**config.mk**
```make
export PLATFORM = sky130hd
export DESIGN_NAME = ast_alert_src
export DESIGN_NICKNAME = d
export VERILOG_FILES = /design/src/rtl/ast_pkg.sv /design/src/rtl/ast_alert_debounce.sv /design/src/rtl/ast_alert_src.sv
export SDC_FILE = /design/constraint.sdc
export NUM_CORES = 1
export LEC_CHECK = 0
export ABC_AREA = 1
export CORE_ASPECT_RATIO = 2
export CORE_MARGIN = 8
export CORE_UTILIZATION = 33
export DETAILED_ROUTE_END_ITERATION = 8
export PLACE_DENSITY_LB_ADDON = 0.05
export SKIP_CTS_REPAIR_TIMING = 1
export SLEW_MARGIN = 10
export SYNTH_ARGS = -nofsm -noshare
export SYNTH_HDL_FRONTEND = slang
export SYNTH_SLANG_ARGS = --single-unit
```
**constraint.sdc**
```tcl
create_clock -name clk_i -period 1.36 [get_ports clk_i]
set_input_delay 0.204 -clock clk_i [delete_from_list [all_inputs] [get_ports clk_i]]
set_output_delay 0.204 -clock clk_i [all_outputs]
set_load 0.01 [all_outputs]
```
**src/rtl/ast_pkg.sv**
```systemverilog
// Shared types and defaults for the AST alert source.
//   ast_alert_src_state_e : alert handshake FSM states
//   DebounceCntDefault    : default number of qualifying cycles
package ast_pkg;

  localparam int unsigned DebounceCntDefault = 3;

  typedef enum logic [1:0] {
    StIdle    = 2'd0,
    StAssert  = 2'd1,
    StAckWait = 2'd2
  } ast_alert_src_state_e;

endpackage

```
**src/rtl/ast_alert_debounce.sv**
```systemverilog
// Debounce qualifier for the alert source.
// Counts consecutive cycles with src_i high, saturating at DebounceCnt, and
// clears on any low cycle. qual_o is a registered flag, high while the count
// sits at DebounceCnt.
//   clk_i  : clock
//   rst_i  : synchronous active-high reset
//   src_i  : combined event/trigger source
//   qual_o : source has been high for DebounceCnt consecutive cycles
module ast_alert_debounce import ast_pkg::*; #(
  parameter int unsigned DebounceCnt = DebounceCntDefault
) (
  input  logic clk_i,
  input  logic rst_i,
  input  logic src_i,
  output logic qual_o
);

  localparam logic [3:0] CntMax = 4'(DebounceCnt);

  logic [3:0] cnt_d, cnt_q;
  logic       qual_q;

  always_comb begin
    cnt_d = cnt_q;
    if (!src_i) begin
      cnt_d = 4'd0;
    end else if (cnt_q != CntMax) begin
      cnt_d = cnt_q + 4'd1;
    end
  end

  // qual is computed from the next count so it flags in the same cycle the
  // counter reaches its target.
  always_ff @(posedge clk_i) begin
    if (rst_i) begin
      cnt_q  <= 4'd0;
      qual_q <= 1'b0;
    end else begin
      cnt_q  <= cnt_d;
      qual_q <= (cnt_d == CntMax);
    end
  end

  assign qual_o = qual_q;

endmodule

```
**src/rtl/ast_alert_src.sv**
```systemverilog
// AST alert source: debounces a sensor event / differential test trigger and
// raises a differential alert, held until acknowledged over a differential ack.
// Build option: define AST_ALERT_SRC_SKEW_EN to make alert_n_o lag alert_p_o
// by one cycle on every transition; otherwise both rails switch together.
//   clk_i, rst_i       : clock, synchronous active-high reset
//   event_i            : raw sensor event (synchronous)
//   trig_p_i, trig_n_i : differential test trigger (either rail triggers)
//   ack_p_i, ack_n_i   : differential acknowledge (either rail acks)
//   alert_p_o/alert_n_o: differential alert request, flop outputs
//   busy_o             : handshake in progress
//   event_cnt_o        : saturating count of alerts raised
module ast_alert_src import ast_pkg::*; #(
  parameter int unsigned DebounceCnt = DebounceCntDefault,
  parameter int unsigned CntW        = 8
) (
  input  logic            clk_i,
  input  logic            rst_i,
  input  logic            event_i,
  input  logic            trig_p_i,
  input  logic            trig_n_i,
  input  logic            ack_p_i,
  input  logic            ack_n_i,
  output logic            alert_p_o,
  output logic            alert_n_o,
  output logic            busy_o,
  output logic [CntW-1:0] event_cnt_o
);

  localparam logic [CntW-1:0] CntSat = {CntW{1'b1}};

  logic trig_act, ack_act, src, qual, raise;

  ast_alert_src_state_e state_d, state_q;
  logic [CntW-1:0]      event_cnt_d, event_cnt_q;
  logic                 alert_p_q, alert_n_q;

  // A single stuck or broken rail must still trigger / acknowledge.
  assign trig_act = trig_p_i | ~trig_n_i;
  assign ack_act  = ack_p_i | ~ack_n_i;
  assign src      = event_i | trig_act;

  ast_alert_debounce #(
    .DebounceCnt(DebounceCnt)
  ) u_debounce (
    .clk_i (clk_i),
    .rst_i (rst_i),
    .src_i (src),
    .qual_o(qual)
  );

  // Qualified events outside Idle are merged into the current alert.
  always_comb begin
    state_d = state_q;
    raise   = 1'b0;
    unique case (state_q)
      StIdle: begin
        if (qual) begin
          state_d = StAssert;
          raise   = 1'b1;
        end
      end
      StAssert: begin
        if (ack_act) state_d = StAckWait;
      end
      StAckWait: begin
        if (!ack_act) state_d = StIdle;
      end
      default: state_d = StIdle;
    endcase
  end

  always_comb begin
    event_cnt_d = event_cnt_q;
    if (raise && (event_cnt_q != CntSat)) begin
      event_cnt_d = event_cnt_q + CntW'(1);
    end
  end

  always_ff @(posedge clk_i) begin
    if (rst_i) begin
      state_q     <= StIdle;
      event_cnt_q <= '0;
      alert_p_q   <= 1'b0;
      alert_n_q   <= 1'b1;
    end else begin
      state_q     <= state_d;
      event_cnt_q <= event_cnt_d;
      alert_p_q   <= (state_d == StAssert);
`ifdef AST_ALERT_SRC_SKEW_EN
      alert_n_q   <= ~alert_p_q;
`else
      alert_n_q   <= (state_d != StAssert);
`endif
    end
  end

  assign alert_p_o   = alert_p_q;
  assign alert_n_o   = alert_n_q;
  assign busy_o      = (state_q != StIdle);
  assign event_cnt_o = event_cnt_q;

endmodule

```
* Word level (Yosys, flattened, before mapping) *
Cells that the tools add are included.
W data, S select, Z words.

word-level totals
  register bits after elaboration = 17
  output and inout bits = 11
  input port bits = 7

cells by class
  reduce and logical (&&, ||, !) cells = 3
  $add $sub $neg = 2
  equality and inequality tests = 7
  muxes and demuxes = 8
  bitwise operators = 5

operator list
  operator               number
  $add A8 B1 Y8 const B  1
  $mux W4                2
  $ne A8 B8 Y1 const B   1
  $mux W2                3
  $pmux W2 S3            1
  $add A4 B1 Y4 const B  1
  $eq A2 B1 Y1 const B   2
  $eq A4 B2 Y1 const B   1
  $ne A4 B2 Y1 const B   1
  $or A1 B1 Y1           3
  $eq A2 B2 Y1 const B   1
  $logic_not A2 Y1       1
  $mux W1                2
  $ne A2 B1 Y1 const B   1
  $not A1 Y1             2
  $reduce_bool A2 Y1     1
  $logic_and A1 B1 Y1    1

* Depth between registers and ports, before layout *
  word-level depth = 5
  depth in mapped cells = 8

* Modules after synthesis *
A second synthesis with hierarchy kept.

second synthesis, totals
  cell total of the unflattened synthesis = 127
  area, all modules = 855.8 sq um

by module, submodules not included
  module              area an instance (sq um)  instances  sequential area each (sq um)  cells an instance
  ast_alert_src       600.6                     1          240.2                         88
  ast_alert_debounce  255.2                     1          100.1                         39

* Worst setup path after synthesis *
Ideal clock, no wire load.

  kind = register -> register
  from = reg event_cnt_q[0], in the netlist event_cnt_o[0]
  to = reg event_cnt_q[7], in the netlist event_cnt_o[7]
  data arrival time = 1.165 ns
  buffers on the path = 0
  setup slack = 0.082 ns
  library setup time = 0.113 ns
  period minus slack after synthesis = 1.278 ns
  data required time = 1.247 ns
  cell stages (with the launch flop) = 9
  cell sequence = dfxtp_1 > ha_1 > nand2_2 > nor2_4 > nand2_4 > nand2_4 > nor2_1 > nor2_1 > nor2_1

between the ends
  cells in the longest elaborated chain, start to end = 2

RTL lines
  what                                                   RTL line             text
  from (decl)                                            ast_alert_src.sv:34  logic [CntW-1:0] event_cnt_d, event_cnt_q;
  from (signal assigned)                                 ast_alert_src.sv:87  event_cnt_q <= event_cnt_d;
  branches (longest 2 deep; another with $add A8 B1 Y8)  n/a

Several ways; the timed one is not identified.
A chain may end at the register's enable or synchronous reset.

* Worst setup path in the final report *
  from = reg alert_n_q, in the netlist alert_n_o
  to = out alert_n_o

RTL lines
  what                    RTL line             text
  from (decl)             ast_alert_src.sv:35  logic alert_p_q, alert_n_q;
  from (signal assigned)  ast_alert_src.sv:92  alert_n_q <= (state_d != StAssert);
  to (decl)               ast_alert_src.sv:24  output logic alert_n_o,

No word-level cell between the ends.

==> impl_metrics.toml <==
[critical_path]
cpLargestDelayFamily = "buffers and inverters"
cp.required_ns = 1.16
rrSetupSlack_ns = 0.12
cpPeakStageDelay_ns = 0.53
critPathKind = "reg2out"
cp_cell_sequence = "clkdlybuf4s50_1"
end_kind = "output port"
path_depth = 1
critPathLaunchType = "flip-flop"
ff2ff_path_depth = 8
crit_fanout = 1
arrival_ns = 1.08
cpMaxStageDelayCell = "clkdlybuf4s50_1"
path_buf_inv = 1

[yosys]
synth_fp_nets = 129
yosys.area.top_type = "dfxtp_1"
ys_ff_latch = 17
synth_top_cells_by_area = "dfxtp_1 (38%), nand2_1 (11%), nor2_1 (6.7%)"
synth_fa_ha_area_share_pct = 2.81
async_flop_share_pct = 0
synth_edf_count = 0
synth_ff_type = "dfxtp_1"
netlist_area_um2 = 892
synth.avg_cell_area_um2 = 7.43
ys_seq_area_share_pct = 38.1
synth_xor_xnor_area_share_pct = 1.96
synthSimpleGateAreaFrac_pct = 43.2
synth.top_cell.area_share_pct = 38.1
netlist-cell-type-count = 26
synth_compound_area_share_pct = 4.91
synth_mux_area_share_pct = 0
synth_top_family_by_area = "simple AND/OR/NAND/NOR gates"
yosys_warnings = 0
synth_cells = 120

[global_route]
grt_pass1_vias = 823
grt_max_degree = 13
grt_overflow = 0
grtUsageTotal_pct = 9.36
grt_pass1_wl_mm = 3.35
antenna_found_initial = 0

[timing]
max-slew-margin-rel_pct = 86.2
worstMarginPinSlew_ns = 0.207
fin_worst_skew_ns = 0.00350
period_minus_slack_ns = 1.29
rsz0062_at_grt = "false"
fmax_ghz = 0.776
finalSetupViolCount = 0
final.setup.tns_ns = 0
hold_viol = 0
slew_violations = 0
min_period_over_period_pct = 94.7

[finish]
drive_above_1_share_pct = 20.8
final_common_cell = "nand2_1"
stdcell_count = 172
final_cell_mix = "nand2_1 (26), nor2_1 (16), inv_1 (15)"
utilization_pct = 46.5
fill_cells = 263
layout.nets = 154
diodes = 0
synthToLayoutAreaGrowth_pct = 34.1
fin_area_um2 = 1200

[drt]
drtPass1Iterations = 3
totalWireLength_mm = 2.00
num_vias = 812
via_per_inst = 4.72
drt-initial-drc-count = 2
ant_nets = 0
drc_errors = 0
routedWlPerCell_um = 11.6

[floorplanning]
core-area_um2 = 2570
die_w_um = 52.8
die-area_um2 = 4720
fp.dieH_um = 89.5
rows = 26
start_util_pct = 34.7
ioPinCount = 18

[power]
leakage_nw = 0.655
power.density_nw_per_um2 = 933
finalPower_mw = 1.12
peakVddDrop_mv = 0.439

[min_path]
hold_depth = 1
min_path_type = "reg2reg"

[place]
port_buffers = 17
dpl.cell_count = 168
gp_routability_congestion = 0.773
dpl_cell_area_um2 = 1120
dpl.hpwl_mm = 1.64

[clock_tree]
clk_latency_ns = 0.25
cts_sinks = 17
clk_pin_slew_ns = 0.06
cts_root_buf = "clkbuf_8"
cts.path.max_buffers = 2
cts_tree = "done"
cts-buffers-inserted = 3
htree_levels = 1

[job]
drv_cap = 0

[outcome]
status = "finished clean"
state kept, by name (all words and copies together) (netlist names):
signal / count
u_debounce.qual_o: 1
event_cnt_o: 8
u_debounce.cnt_q: 4
alert_n_o: 1
alert_p_o: 1
state_q: 2
cell usage after synthesis, types with 2 or more instances:
| master | n |
|---|---|
| nand3_1 | 10 |
| nand2_4 | 2 |
| ha_1 | 2 |
| dfxtp_1 | 17 |
| nand2_1 | 26 |
| inv_1 | 15 |
| nor2_1 | 16 |
| inv_2 | 2 |
| xor2_1 | 2 |
| nand3b_1 | 2 |
| a21oi_1 | 3 |
| nor2_2 | 3 |
| nand2_2 | 2 |
| nand4_1 | 6 |
layout make-up:
class                   instances  area (um2)  share of cell area, %
inverters                      17        63.8                   5.33
flip-flops and latches         17         348                   29.1
multi-input cells              84         474                   39.6
clock buffers                   4        45.0                   3.77
repair buffers                 22         230                   19.2
well taps                      28        35.0                   2.93
per-stage QoR:
step                hold slack, ns  setup slack, ns
finish                       0.456           0.0715
global route                 0.476          0.00634
CTS                          0.461           -0.143
detailed placement           0.451           0.0346
global placement             0.453           0.0358
floorplan                    0.395           0.0820
worst reg2reg max path: stages (launching register included):
cell     delay, ns
dfxtp_2       0.37
ha_2          0.20
nand2_2       0.08
nor2_4        0.12
nand2_4       0.11
nand2_4       0.10
nor2_1        0.04
nor2_1        0.08
nor2_1        0.05
cells by family (layout without fill, tap and decap cells):
kind of cell    after synthesis  count (layout)
simple gates                 74              74
flops                        17              17
xor+xnor                      2               2
fa+ha+maj                     2               2
compound gates                6               6
buf+inv                      19              43
worst paths after layout:
| path | from | to |
|---|---|---|
| setup / recovery | alert_n_o | alert_n_o |
| hold / removal | state_q[0] | state_q[1] |
| hold reg to reg | state_q[0] | state_q[1] |
| setup reg to reg | event_cnt_o[0] | event_cnt_o[7] |
report_power, final:
part           internal, mW  switching [mW]
registers             0.528          0.0227
logic                0.0948           0.102
clock network         0.207           0.160
per-layer routing:
metal | track usage (%) | vias up | wire length, um
met1 | 8.90 | 362 | 748
met3 | 1.83 | 6 | 71
met5 | 0 | - | 0
li1 | - | 428 | -
met2 | 16.4 | 16 | 1110
met4 | 7.35 | 0 | 68
(Power assumes the default switching activity.)
